**src/rtl/sprite_render_pkg.sv**
```systemverilog
// Shared constants and types for the sprite renderer.
// Imported by the interface, the blink timer and the sprite_render top.
package sprite_pkg;

   localparam int LATENCY             = 4;
   localparam int DEF_SPRITE_W        = 32;
   localparam int DEF_SPRITE_H        = 32;
   localparam int DEF_IDX_W           = 4;
   localparam int DEF_TRANSPARENT_IDX = 0;

   typedef logic [23:0] rgb_t;

   // Field width for a select of n items; a single item still needs one bit.
   function automatic int clog2_min1(input int n);
      return (n > 1) ? $clog2(n) : 1;
   endfunction

endpackage

```
**src/rtl/sprite_render_if.sv**
```systemverilog
// Video-timing, sprite-control and ROM signals of sprite_render.
// The slave modport is the renderer; the master side is timing gen, ROMs and compositor.
interface sprite_render_if
   import sprite_pkg::*;
#(
   parameter int HC_W    = 11,
   parameter int VC_W    = 10,
   parameter int FRAME_W = 2,
   parameter int AW      = 12,
   parameter int IDX_W   = DEF_IDX_W
);

   logic [HC_W-1:0]    hcount;
   logic [VC_W-1:0]    vcount;
   logic               blank;
   logic               hsync;
   logic               vsync;
   logic [HC_W-1:0]    x;
   logic [VC_W-1:0]    y;
   logic [FRAME_W-1:0] frame;
   logic               enable;
   logic               blink;
   logic               mirror_h;

   logic [AW-1:0]      map_addr;
   logic [IDX_W-1:0]   map_data;
   logic [IDX_W-1:0]   pal_addr;
   rgb_t               pal_data;

   rgb_t               pixel;
   logic               pixel_valid;
   logic               hsync_out;
   logic               vsync_out;
   logic               blank_out;

   modport slave (
      input  hcount, vcount, blank, hsync, vsync,
      input  x, y, frame, enable, blink, mirror_h,
      output map_addr,
      input  map_data,
      output pal_addr,
      input  pal_data,
      output pixel, pixel_valid, hsync_out, vsync_out, blank_out
   );

   modport master (
      output hcount, vcount, blank, hsync, vsync,
      output x, y, frame, enable, blink, mirror_h,
      input  map_addr,
      output map_data,
      input  pal_addr,
      output pal_data,
      input  pixel, pixel_valid, hsync_out, vsync_out, blank_out
   );

endinterface

```
**src/rtl/sprite_render_blink_timer.sv**
```systemverilog
// Blink phase generator: toggles visibility every BLINK_FRAMES vsync falling edges.
// visible is forced high while blink is low so disabling blink shows the sprite at once.
module sprite_blink_timer
   import sprite_pkg::*;
#(
   parameter int BLINK_FRAMES = 16
) (
   input  logic clk,
   input  logic reset,
   input  logic vsync,
   input  logic blink,
   output logic visible
);

   localparam int CNT_W = clog2_min1(BLINK_FRAMES);

   logic [CNT_W-1:0] cnt_q, cnt_d;
   logic             vis_q, vis_d;
   logic             vsync_q;
   logic             vsync_fall;

   assign vsync_fall = vsync_q & ~vsync;

   always_comb begin
      cnt_d = cnt_q;
      vis_d = vis_q;
      if (!blink) begin
         cnt_d = '0;
         vis_d = 1'b1;
      end else if (vsync_fall) begin
         if (cnt_q == CNT_W'(BLINK_FRAMES - 1)) begin
            cnt_d = '0;
            vis_d = ~vis_q;
         end else begin
            cnt_d = cnt_q + 1'b1;
         end
      end
   end

   // vsync history tracks the input through reset so an edge spanning reset is not counted.
   always_ff @(posedge clk) begin
      vsync_q <= vsync;
      if (reset) begin
         cnt_q <= '0;
         vis_q <= 1'b1;
      end else begin
         cnt_q <= cnt_d;
         vis_q <= vis_d;
      end
   end

   assign visible = vis_q | ~blink;

endmodule

```
**src/rtl/sprite_render.sv**
```systemverilog
// Sprite pixel generator: hit test, colour-map/palette lookup, 4-clock aligned outputs.
// Optional macro SPRITE_RENDER_MIRROR_EN enables horizontal mirroring via mirror_h.
module sprite_render
   import sprite_pkg::*;
#(
   parameter int SPRITE_W        = DEF_SPRITE_W,
   parameter int SPRITE_H        = DEF_SPRITE_H,
   parameter int FRAMES          = 4,
   parameter int IDX_W           = DEF_IDX_W,
   parameter int HC_W            = 11,
   parameter int VC_W            = 10,
   parameter int TRANSPARENT_IDX = DEF_TRANSPARENT_IDX,
   parameter int BLINK_FRAMES    = 16
) (
   input  logic           clk,
   input  logic           reset,
   sprite_render_if.slave bus
);

   localparam int COL_W      = $clog2(SPRITE_W);
   localparam int ROW_W      = $clog2(SPRITE_H);
   localparam int FRAME_BITS = $clog2(FRAMES);
   localparam int AW         = FRAME_BITS + ROW_W + COL_W;

   logic visible;

   sprite_blink_timer #(
      .BLINK_FRAMES(BLINK_FRAMES)
   ) u_blink (
      .clk    (clk),
      .reset  (reset),
      .vsync  (bus.vsync),
      .blink  (bus.blink),
      .visible(visible)
   );

   // Stage 0: hit test and colour-map address
   logic [HC_W:0]    x_end;
   logic [VC_W:0]    y_end;
   logic             in_x, in_y;
   logic [HC_W-1:0]  col_diff;
   logic [VC_W-1:0]  row_diff;
   logic [COL_W-1:0] col, col_m;
   logic [ROW_W-1:0] row;
   logic [AW-1:0]    addr_hit, addr_miss;
   logic             hit_d;
   logic [AW-1:0]    map_addr_d;

   // One extra bit on the end coordinates so a sprite past the raster edge clips instead of wrapping.
   assign x_end    = {1'b0, bus.x} + (HC_W+1)'(SPRITE_W);
   assign y_end    = {1'b0, bus.y} + (VC_W+1)'(SPRITE_H);
   assign in_x     = (bus.hcount >= bus.x) && ({1'b0, bus.hcount} < x_end);
   assign in_y     = (bus.vcount >= bus.y) && ({1'b0, bus.vcount} < y_end);
   assign col_diff = bus.hcount - bus.x;
   assign row_diff = bus.vcount - bus.y;
   assign col      = col_diff[COL_W-1:0];
   assign row      = row_diff[ROW_W-1:0];

   logic unused_diff_bits;
   assign unused_diff_bits = ^{col_diff[HC_W-1:COL_W], row_diff[VC_W-1:ROW_W]};

`ifdef SPRITE_RENDER_MIRROR_EN
   // SPRITE_W is a power of two, so SPRITE_W-1-col is the bitwise complement.
   assign col_m = bus.mirror_h ? ~col : col;
`else
   logic unused_mirror;
   assign unused_mirror = bus.mirror_h;
   assign col_m         = col;
`endif

   generate
      if (FRAME_BITS > 0) begin : g_frames
         assign addr_hit  = {bus.frame, row, col_m};
         assign addr_miss = {bus.frame, {(ROW_W + COL_W){1'b0}}};
      end else begin : g_single
         logic unused_frame;
         assign unused_frame = ^bus.frame;
         assign addr_hit     = {row, col_m};
         assign addr_miss    = '0;
      end
   endgenerate

   always_comb begin
      hit_d      = bus.enable & ~bus.blank & visible & in_x & in_y;
      map_addr_d = hit_d ? addr_hit : addr_miss;
   end

   logic          hit0_q, hit1_q;
   logic [AW-1:0] map_addr_q;

   always_ff @(posedge clk) begin
      if (reset) begin
         hit0_q     <= 1'b0;
         map_addr_q <= '0;
      end else begin
         hit0_q     <= hit_d;
         map_addr_q <= map_addr_d;
      end
   end

   // Stage 1 -> 2: map_data arrives; opacity decided against the transparency key
   logic opaque_d, opaque_q;

   assign opaque_d = hit1_q & (bus.map_data != IDX_W'(TRANSPARENT_IDX));

   always_ff @(posedge clk) begin
      if (reset) begin
         hit1_q   <= 1'b0;
         opaque_q <= 1'b0;
      end else begin
         hit1_q   <= hit0_q;
         opaque_q <= opaque_d;
      end
   end

   // Stage 3: pal_data arrives; masked colour out
   rgb_t pixel_d, pixel_q;
   logic valid_q;

   assign pixel_d = opaque_q ? bus.pal_data : '0;

   always_ff @(posedge clk) begin
      if (reset) begin
         pixel_q <= '0;
         valid_q <= 1'b0;
      end else begin
         pixel_q <= pixel_d;
         valid_q <= opaque_q;
      end
   end

   // Sync/blank delay line matched to the pixel path
   logic [LATENCY-1:0] hs_q, vs_q, bl_q;

   always_ff @(posedge clk) begin
      if (reset) begin
         hs_q <= '1;
         vs_q <= '1;
         bl_q <= '1;
      end else begin
         hs_q <= {hs_q[LATENCY-2:0], bus.hsync};
         vs_q <= {vs_q[LATENCY-2:0], bus.vsync};
         bl_q <= {bl_q[LATENCY-2:0], bus.blank};
      end
   end

   assign bus.map_addr    = map_addr_q;
   assign bus.pal_addr    = bus.map_data;
   assign bus.pixel       = pixel_q;
   assign bus.pixel_valid = valid_q;
   assign bus.hsync_out   = hs_q[LATENCY-1];
   assign bus.vsync_out   = vs_q[LATENCY-1];
   assign bus.blank_out   = bl_q[LATENCY-1];

endmodule
```
**src/flat_wrapper.sv**
```systemverilog
// flat-port wrapper written by rule: the top's interface ports become plain ports
module sprite_render_flat import sprite_pkg::*;
#(
   parameter int SPRITE_W        = DEF_SPRITE_W,
   parameter int SPRITE_H        = DEF_SPRITE_H,
   parameter int FRAMES          = 4,
   parameter int IDX_W           = DEF_IDX_W,
   parameter int HC_W            = 11,
   parameter int VC_W            = 10,
   parameter int TRANSPARENT_IDX = DEF_TRANSPARENT_IDX,
   parameter int BLINK_FRAMES    = 16
)
  (clk, reset, bus_hcount, bus_vcount, bus_blank, bus_hsync, bus_vsync, bus_x, bus_y, bus_frame, bus_enable, bus_blink, bus_mirror_h, bus_map_addr, bus_map_data, bus_pal_addr, bus_pal_data, bus_pixel, bus_pixel_valid, bus_hsync_out, bus_vsync_out, bus_blank_out);
  sprite_render_if #(.HC_W(HC_W), .VC_W(VC_W), .IDX_W(IDX_W)) bus_i ();
  input  logic clk;
  input  logic reset;
  input wire logic [$bits(bus_i.hcount)-1:0] bus_hcount;
  input wire logic [$bits(bus_i.vcount)-1:0] bus_vcount;
  input wire logic [$bits(bus_i.blank)-1:0] bus_blank;
  input wire logic [$bits(bus_i.hsync)-1:0] bus_hsync;
  input wire logic [$bits(bus_i.vsync)-1:0] bus_vsync;
  input wire logic [$bits(bus_i.x)-1:0] bus_x;
  input wire logic [$bits(bus_i.y)-1:0] bus_y;
  input wire logic [$bits(bus_i.frame)-1:0] bus_frame;
  input wire logic [$bits(bus_i.enable)-1:0] bus_enable;
  input wire logic [$bits(bus_i.blink)-1:0] bus_blink;
  input wire logic [$bits(bus_i.mirror_h)-1:0] bus_mirror_h;
  output wire logic [$bits(bus_i.map_addr)-1:0] bus_map_addr;
  input wire logic [$bits(bus_i.map_data)-1:0] bus_map_data;
  output wire logic [$bits(bus_i.pal_addr)-1:0] bus_pal_addr;
  input wire logic [$bits(bus_i.pal_data)-1:0] bus_pal_data;
  output wire logic [$bits(bus_i.pixel)-1:0] bus_pixel;
  output wire logic [$bits(bus_i.pixel_valid)-1:0] bus_pixel_valid;
  output wire logic [$bits(bus_i.hsync_out)-1:0] bus_hsync_out;
  output wire logic [$bits(bus_i.vsync_out)-1:0] bus_vsync_out;
  output wire logic [$bits(bus_i.blank_out)-1:0] bus_blank_out;
  assign bus_i.hcount = bus_hcount;
  assign bus_i.vcount = bus_vcount;
  assign bus_i.blank = bus_blank;
  assign bus_i.hsync = bus_hsync;
  assign bus_i.vsync = bus_vsync;
  assign bus_i.x = bus_x;
  assign bus_i.y = bus_y;
  assign bus_i.frame = bus_frame;
  assign bus_i.enable = bus_enable;
  assign bus_i.blink = bus_blink;
  assign bus_i.mirror_h = bus_mirror_h;
  assign bus_map_addr = bus_i.map_addr;
  assign bus_i.map_data = bus_map_data;
  assign bus_pal_addr = bus_i.pal_addr;
  assign bus_i.pal_data = bus_pal_data;
  assign bus_pixel = bus_i.pixel;
  assign bus_pixel_valid = bus_i.pixel_valid;
  assign bus_hsync_out = bus_i.hsync_out;
  assign bus_vsync_out = bus_i.vsync_out;
  assign bus_blank_out = bus_i.blank_out;
  sprite_render #(.SPRITE_W(SPRITE_W), .SPRITE_H(SPRITE_H), .FRAMES(FRAMES), .IDX_W(IDX_W), .HC_W(HC_W), .VC_W(VC_W), .TRANSPARENT_IDX(TRANSPARENT_IDX), .BLINK_FRAMES(BLINK_FRAMES)) u_core (.clk(clk), .reset(reset), .bus(bus_i));
endmodule
```
**config.mk**
```make
export PLATFORM = sky130hd
export DESIGN_NAME = sprite_render_flat
export DESIGN_NICKNAME = d
export VERILOG_FILES = /design/src/rtl/sprite_render_pkg.sv /design/src/rtl/sprite_render_if.sv /design/src/rtl/sprite_render_blink_timer.sv /design/src/rtl/sprite_render.sv /design/src/flat_wrapper.sv
export SDC_FILE = /design/constraint.sdc
export NUM_CORES = 1
export LEC_CHECK = 0
export BUFFER_PORTS_ARGS = -buffer_cell sky130_fd_sc_hd__buf_2
export CAP_MARGIN = 0
export CORE_UTILIZATION = 43
export CTS_BUF_LIST = sky130_fd_sc_hd__clkbuf_16
export DETAILED_ROUTE_END_ITERATION = 8
export GPL_TIMING_DRIVEN = 1
export PLACE_DENSITY = 0.78
export SLEW_MARGIN = 15
export SYNTH_ARGS = -nofsm -noshare
export SYNTH_HDL_FRONTEND = slang
export SYNTH_SLANG_ARGS = --single-unit
```
**constraint.sdc**
```tcl
create_clock -name clk -period 1.9 [get_ports clk]
set_input_delay 0.19 -clock clk [delete_from_list [all_inputs] [get_ports clk]]
set_output_delay 0.19 -clock clk [all_outputs]
set_load 0.02 [all_outputs]
```
Word level (Yosys, flattened, before mapping)
Index checks and enable logic that the tools add are counted.

word-level totals
  word-level logic and storage cells = 44
  input port bits = 80
  latch bits = 0
  memory bits (writable) = 0
  bits in read-only memories = 0
  memories = 0
  output and inout bits = 44
  flip-flop bits (word level) = 58

operators by class
  bitwise logic cells = 13
  add/subtract/negate cells = 5
  multiplexer cells = 1
  reduce and logical (&&, ||, !) cells = 7
  order comparisons = 4
  div/mod/pow operators = 0
  $mul = 0
  equality and inequality tests = 1
  shifts and indexed selects = 0

operator list
  operator                                                          count
  11-bit by 6-bit adder with 12-bit output (second input constant)  1
  11-bit by 12-bit < comparator with 1-bit output                   1
  10-bit by 6-bit adder with 11-bit output (second input constant)  1
  11-bit greater-or-equal comparator                                1
  10-bit by 11-bit < comparator with 1-bit output                   1
  10-bit greater-or-equal comparator                                1
  5-bit subtractor                                                  2
  1-bit bitwise AND                                                 6
  1-bit NOT                                                         6
  2-bit OR reduction                                                3
  4-bit by 1-bit adder with 4-bit output (second input constant)    1
  4-bit == test (second input constant)                             1
  4-bit two-way mux                                                 1
  4-bit nonzero test                                                1
  1-bit logical AND                                                 2
  2-bit AND reduction                                               1
  1-bit OR                                                          1

Depth between registers and ports, before layout
  depth after elaboration = 7
  mapped depth = 10
  depth with buffers taken out = 9

Modules after synthesis
Synthesis repeated with hierarchy kept, for this count alone.

second synthesis, totals
  cell total of the unflattened synthesis = 299
  area, all modules = 2999.1 um2

by module, submodules not included
  module              times used  area each (um2)  cells each
  sprite_render       1           2732.6           268
  sprite_blink_timer  1           266.5            31

Worst setup path before layout
OpenSTA, ideal clock, no wires.

  path kind = input to register
  start = in bus_hcount[0]
  end = reg u_core.map_addr_q[0] (netlist: u_core.bus.map_addr[0])
  stages = 10
  path buffers = 1
  slack = -0.083 ns
  arrival = 1.894 ns
  library setup time = 0.089 ns
  cell sequence = inv_1 -> ha_1 -> inv_1 -> fa_1 -> a21o_1 -> a21oi_1 -> o221a_1 -> o211ai_2 -> buf_6 -> nor4_2

between the ends
  longest elaborated chain between the ends = 6
  elaborated cells on any way between the ends = 8
  classes of those cells = add/sub (1); order compare (2); bitwise (3); reduce/logical (2)

ends and longest elaborated chain
  what                                                                                                   line                 RTL
  from (decl)                                                                                            flat_wrapper.sv:17   input wire logic [$bits(bus_i.hcount)-1:0] bus_hcount;
  11-bit by 12-bit < comparator with 1-bit output or 11-bit greater-or-equal comparator (tied branches)  sprite_render.sv:52  assign in_x = (bus.hcount >= bus.x) && ({1'b0, bus.hcount} < x_end);
  1-bit logical AND                                                                                      sprite_render.sv:52
  1-bit bitwise AND (2 in series)                                                                        sprite_render.sv:84  hit_d = bus.enable & ~bus.blank & visible & in_x & in_y;
  1-bit NOT (no line)                                                                                    --
  2-bit OR reduction (no line)                                                                           --
  to (signal assigned)                                                                                   sprite_render.sv:97  map_addr_q <= map_addr_d;
  to (decl)                                                                                              sprite_render.sv:89  logic [AW-1:0] map_addr_q;

Parallel ways exist; a longest one is shown, timed or not.
A chain may end at the register's enable or synchronous reset.

Worst setup path in the final report
  start = in bus_hcount[0]
  end = reg u_core.map_addr_q[3] (netlist: u_core.bus.map_addr[3])

The elaborated chain is that of the path after synthesis.

==> summary.md <==
| Metric | Value |
|---|---|
| Status | complete, but fails checks |
| Failing checks | design-rule violations |
| Leak Pwr | roughly 2 nW |
| Setup tns final | 0 ns |
| Reg2Reg Depth | 6 |
| Port buffer count | ~120 |
| Post-DP HPWL | 4.96 mm |
| Logic gate share of total power | around 16% |
| Synthesized Nets | 408 |
| Post-synth EDFFs | 0 |
| Sw power | ~0.84 mW |
| Top Ports | about 120 |
| Post-CTS setup buffers | 0 |
| Worst-skew pair later-pin latency | about 0.32 ns |
| Die Area | around 0.0071 mm^2 |
| Fin. max-slew vios | 0 |
| Sequential fraction of the synthesis area | ~40% |
| Post-synthesis instance total | between 200 and 300 |
| Reg2Reg Setup Slack | approximately 0.42 ns |
| Sequential Power Share | a little under two fifths |
| Nets | ~550 |
| Vias in the first global route | about 2,400 |
| RR Startpoint | u_core.u_blink.vis_q |
| Actual slew at the worst max-slew pin | ~0.34 ns |
| Synth-to-Final Area Change | 40.3% |
| Clk_skew | 0.00476 ns |
| GRT Residual Overflow | 0 |
| Initial antenna violation count | 0 |
| Routed vias | roughly 2,500 |
| Core Region | around 0.0064 mm^2 |
| Max clock buf depth | 2 |
| Clk root buf | clkbuf_16 |
| H-Tree Depth | 3 |
| Die width | 84 um |
| Yosys top cell by area | dfxtp_1 |
| Arr. time, crit path | 2.05 ns |
| RR Endpoint | u_core.bus.map_addr[3] |
| Final-report hold violation count | 0 |
| Inst Count DP | around 500 |
| Drt pass-1 iters | 6 |
| Num CTS Buffers | 9 |
| Crit. End Element | flip-flop |
| Tcrit/Tclk final | a little over nine tenths |
| Synth cell types | between 40 and 50 |
| Die height | 84 um |
| DRT iter0 DRCs | 61 |
| CTS tree | done |
| Area share of the largest cell type after synthesis | about 40% |
| Total GRT Usage | between 10% and 20% |
| Max-Cap Viols | 0 |
| Most used DFF post-synth | dfxtp_1 |
| Max Freq | 552 MHz |
| Global-route wire length before repair | between 10 and 15 mm |
| Critical path class | in -> reg |
| Mapped Area | a little under 0.003 mm^2 |
| CTS clk-pin slew, worst paths | approximately 0.050 ns |
| Count of warnings emitted by yosys | 0 |
| #FFs+latches synth | between 50 and 60 |
| Drt wl/cell | 12.1 um |
| Vias per std cell | between 4 and 5 |
| N_diodes | 0 |
| Clock power share | 47.1% |
| Switching fraction of total power | approximately a quarter |
| Clk sinks | 58 |
| Peak VDD IR | roughly 0.64 mV |
| Final core occ | between 60% and 70% |
| Share of cells above drive strength 1 | a little over two fifths |
| Pin count of the biggest net entering global routing | 26 |
| Drt drc | 29 |
| Nature of the critical path startpoint | input pin |
| Worst hold-check path type | in -> reg |
| Most common cell in the synthesized netlist | dfxtp_1 |
| Ys async rst share | 0% |
| Critical path destination | u_core.bus.map_addr[3] |
| Syn_area_per_cell | around 9.9 um^2 |
| Num rows | 29 |
| Placer Congestion | roughly 0.83 |
| P_int | between 2 and 3 mW |
| Post-Route WL | 6.21 mm |
| Worst hold start | bus_hsync |
| Fillers | just over 500 |
| Worst-path maximum fanout | 11 |
| Fin crit period | 1.81 ns |
| Final std cells w/o fill | approximately 510 |
| Detail Route Antenna Nets | 0 |
| Relative max-transition margin | between 70% and 80% |
| Synth top cells by count | dfxtp_1 (58), ha_1 (35), inv_1 (25) |
| Synth area leaders | dfxtp_1 (40%), ha_1 (15%), and2_1 (5.2%), nor4_2 (4.3%), xnor2_1 (3.3%) |
| Final setup viols | 0 |
| PD cells | 826 mW/mm^2 |
| Initial Util | about 45% |
| Worst Setup SP | bus_hcount[0] |
| CP required | roughly 2.1 ns |
[cells by family (layout without fill, tap and decap cells)]
family / count (synthesis) / in the layout / share of synthesized area (%)
adders and majority gates: 37 / 37 / 16.5
and+or+nand+nor: 107 / 107 / 23.9
DFF: 58 / 58 / 40.2
muxes: 1 / 1 / 0.346
buffers and inverters: 39 / 184 / 6.32
AOI/OAI and AO/OA: 33 / 33 / 7.92
xor gates and xnor gates: 16 / 16 / 4.85
[stage by stage]
stage          power, mW  cell area (um^2)  hold slack, ns  worst slack, ns
6_report            3.35              4060          0.0486           0.0884
5_1_grt             3.51              4060          0.0439          -0.0336
4_1_cts             3.37              4020          0.0430           0.0459
3_5_place_dp        1.78              3700           0.329           -0.294
3_3_place_gp        1.77              3700           0.324           -0.187
2_1_floorplan       1.57              2900           0.218          0.00571
[area by class of cell]
class / instances / area [um^2] / share of cell area [%]
clock buffer: 9 / 225 / 5.55
clock inverter: 7 / 77.6 / 1.91
inverter: 27 / 115 / 2.84
multi-input combinational: 194 / 1600 / 39.5
sequential: 58 / 1160 / 28.6
tap: 77 / 96.3 / 2.37
timing repair buffer: 141 / 781 / 19.2
[layer usage]
metal	GRT usage [%]	part of all wire, %	routed length [um]	vias up
li1	-	-	-	1273
met1	18.7	40	2470	1066
met2	32.7	50	3100	100
met3	5.14	7.9	490	12
met4	10.5	2.4	152	0
met5	0	0	0	-
[registers in the layout, summed over array words and instances, names as in the netlist]
register                flops
u_core.bus.pixel           24
u_core.bus.map_addr        12
u_core.bl_q                 4
u_core.hs_q                 4
u_core.u_blink.cnt_q        4
u_core.vs_q                 4
u_core.bus.pixel_valid      1
u_core.hit0_q               1
u_core.hit1_q               1
u_core.opaque_q             1
u_core.u_blink.vis_q        1
u_core.u_blink.vsync_q      1
[cell usage in the layout, fill, tap and decap left out, types with 2 or more instances in the layout]
master,instances
nand3b_1,4
buf_12,2
ha_1,34
nand4_1,6
buf_4,16
dfxtp_1,58
inv_1,25
or2_1,9
xor2_1,5
and2_1,24
clkbuf_16,9
a21o_1,2
buf_2,122
xnor2_1,10
clkinvlp_4,4
nor4_4,2
a21oi_1,12
or2_2,3
nor2b_1,6
nand2_1,9
a21oi_2,2
nand2b_1,4
nor2_1,8
nor4_2,9
nand3_1,13
o21ai_0,5
nor3_1,2
[how the worst min path moves through the flow]
stage,end,slack [ns],cells past startpoint
finish,u_core.hs_q[0],0.05,2
global route,u_core.hs_q[0],0.04,2
CTS,u_core.hs_q[0],0.04,2
detailed placement,u_core.u_blink.vsync_q,0.33,1
global placement,u_core.u_blink.vsync_q,0.32,1
floorplan,u_core.u_blink.vsync_q,0.22,0
[repair_timing]
item / 4_1_cts / 5_1_grt
hold buffers: 1 / 0
endpoints found under the setup margin: 0 / 11
endpoints found under the hold margin: 1 / 0
resized for setup: 0 / 7
[worst max-delay path: stages]
cell	delay, ns
buf_2	0.10
inv_1	0.04
ha_1	0.16
inv_1	0.07
fa_2	0.34
a21o_1	0.20
a21oi_2	0.15
o221a_1	0.23
o211ai_2	0.12
buf_12	0.17
nor4_4	0.26
[power by group through the flow]
stage / Sequential (mW) / Combinational, mW / Clock [mW]
floorplan: 1.27 / 0.307 / 0
global placement: 1.26 / 0.508 / 0
detailed placement: 1.26 / 0.521 / 0
CTS: 1.24 / 0.525 / 1.61
global route: 1.24 / 0.600 / 1.67
finish: 1.24 / 0.537 / 1.58
No activity file was read; power rests on OpenSTA's default activity.
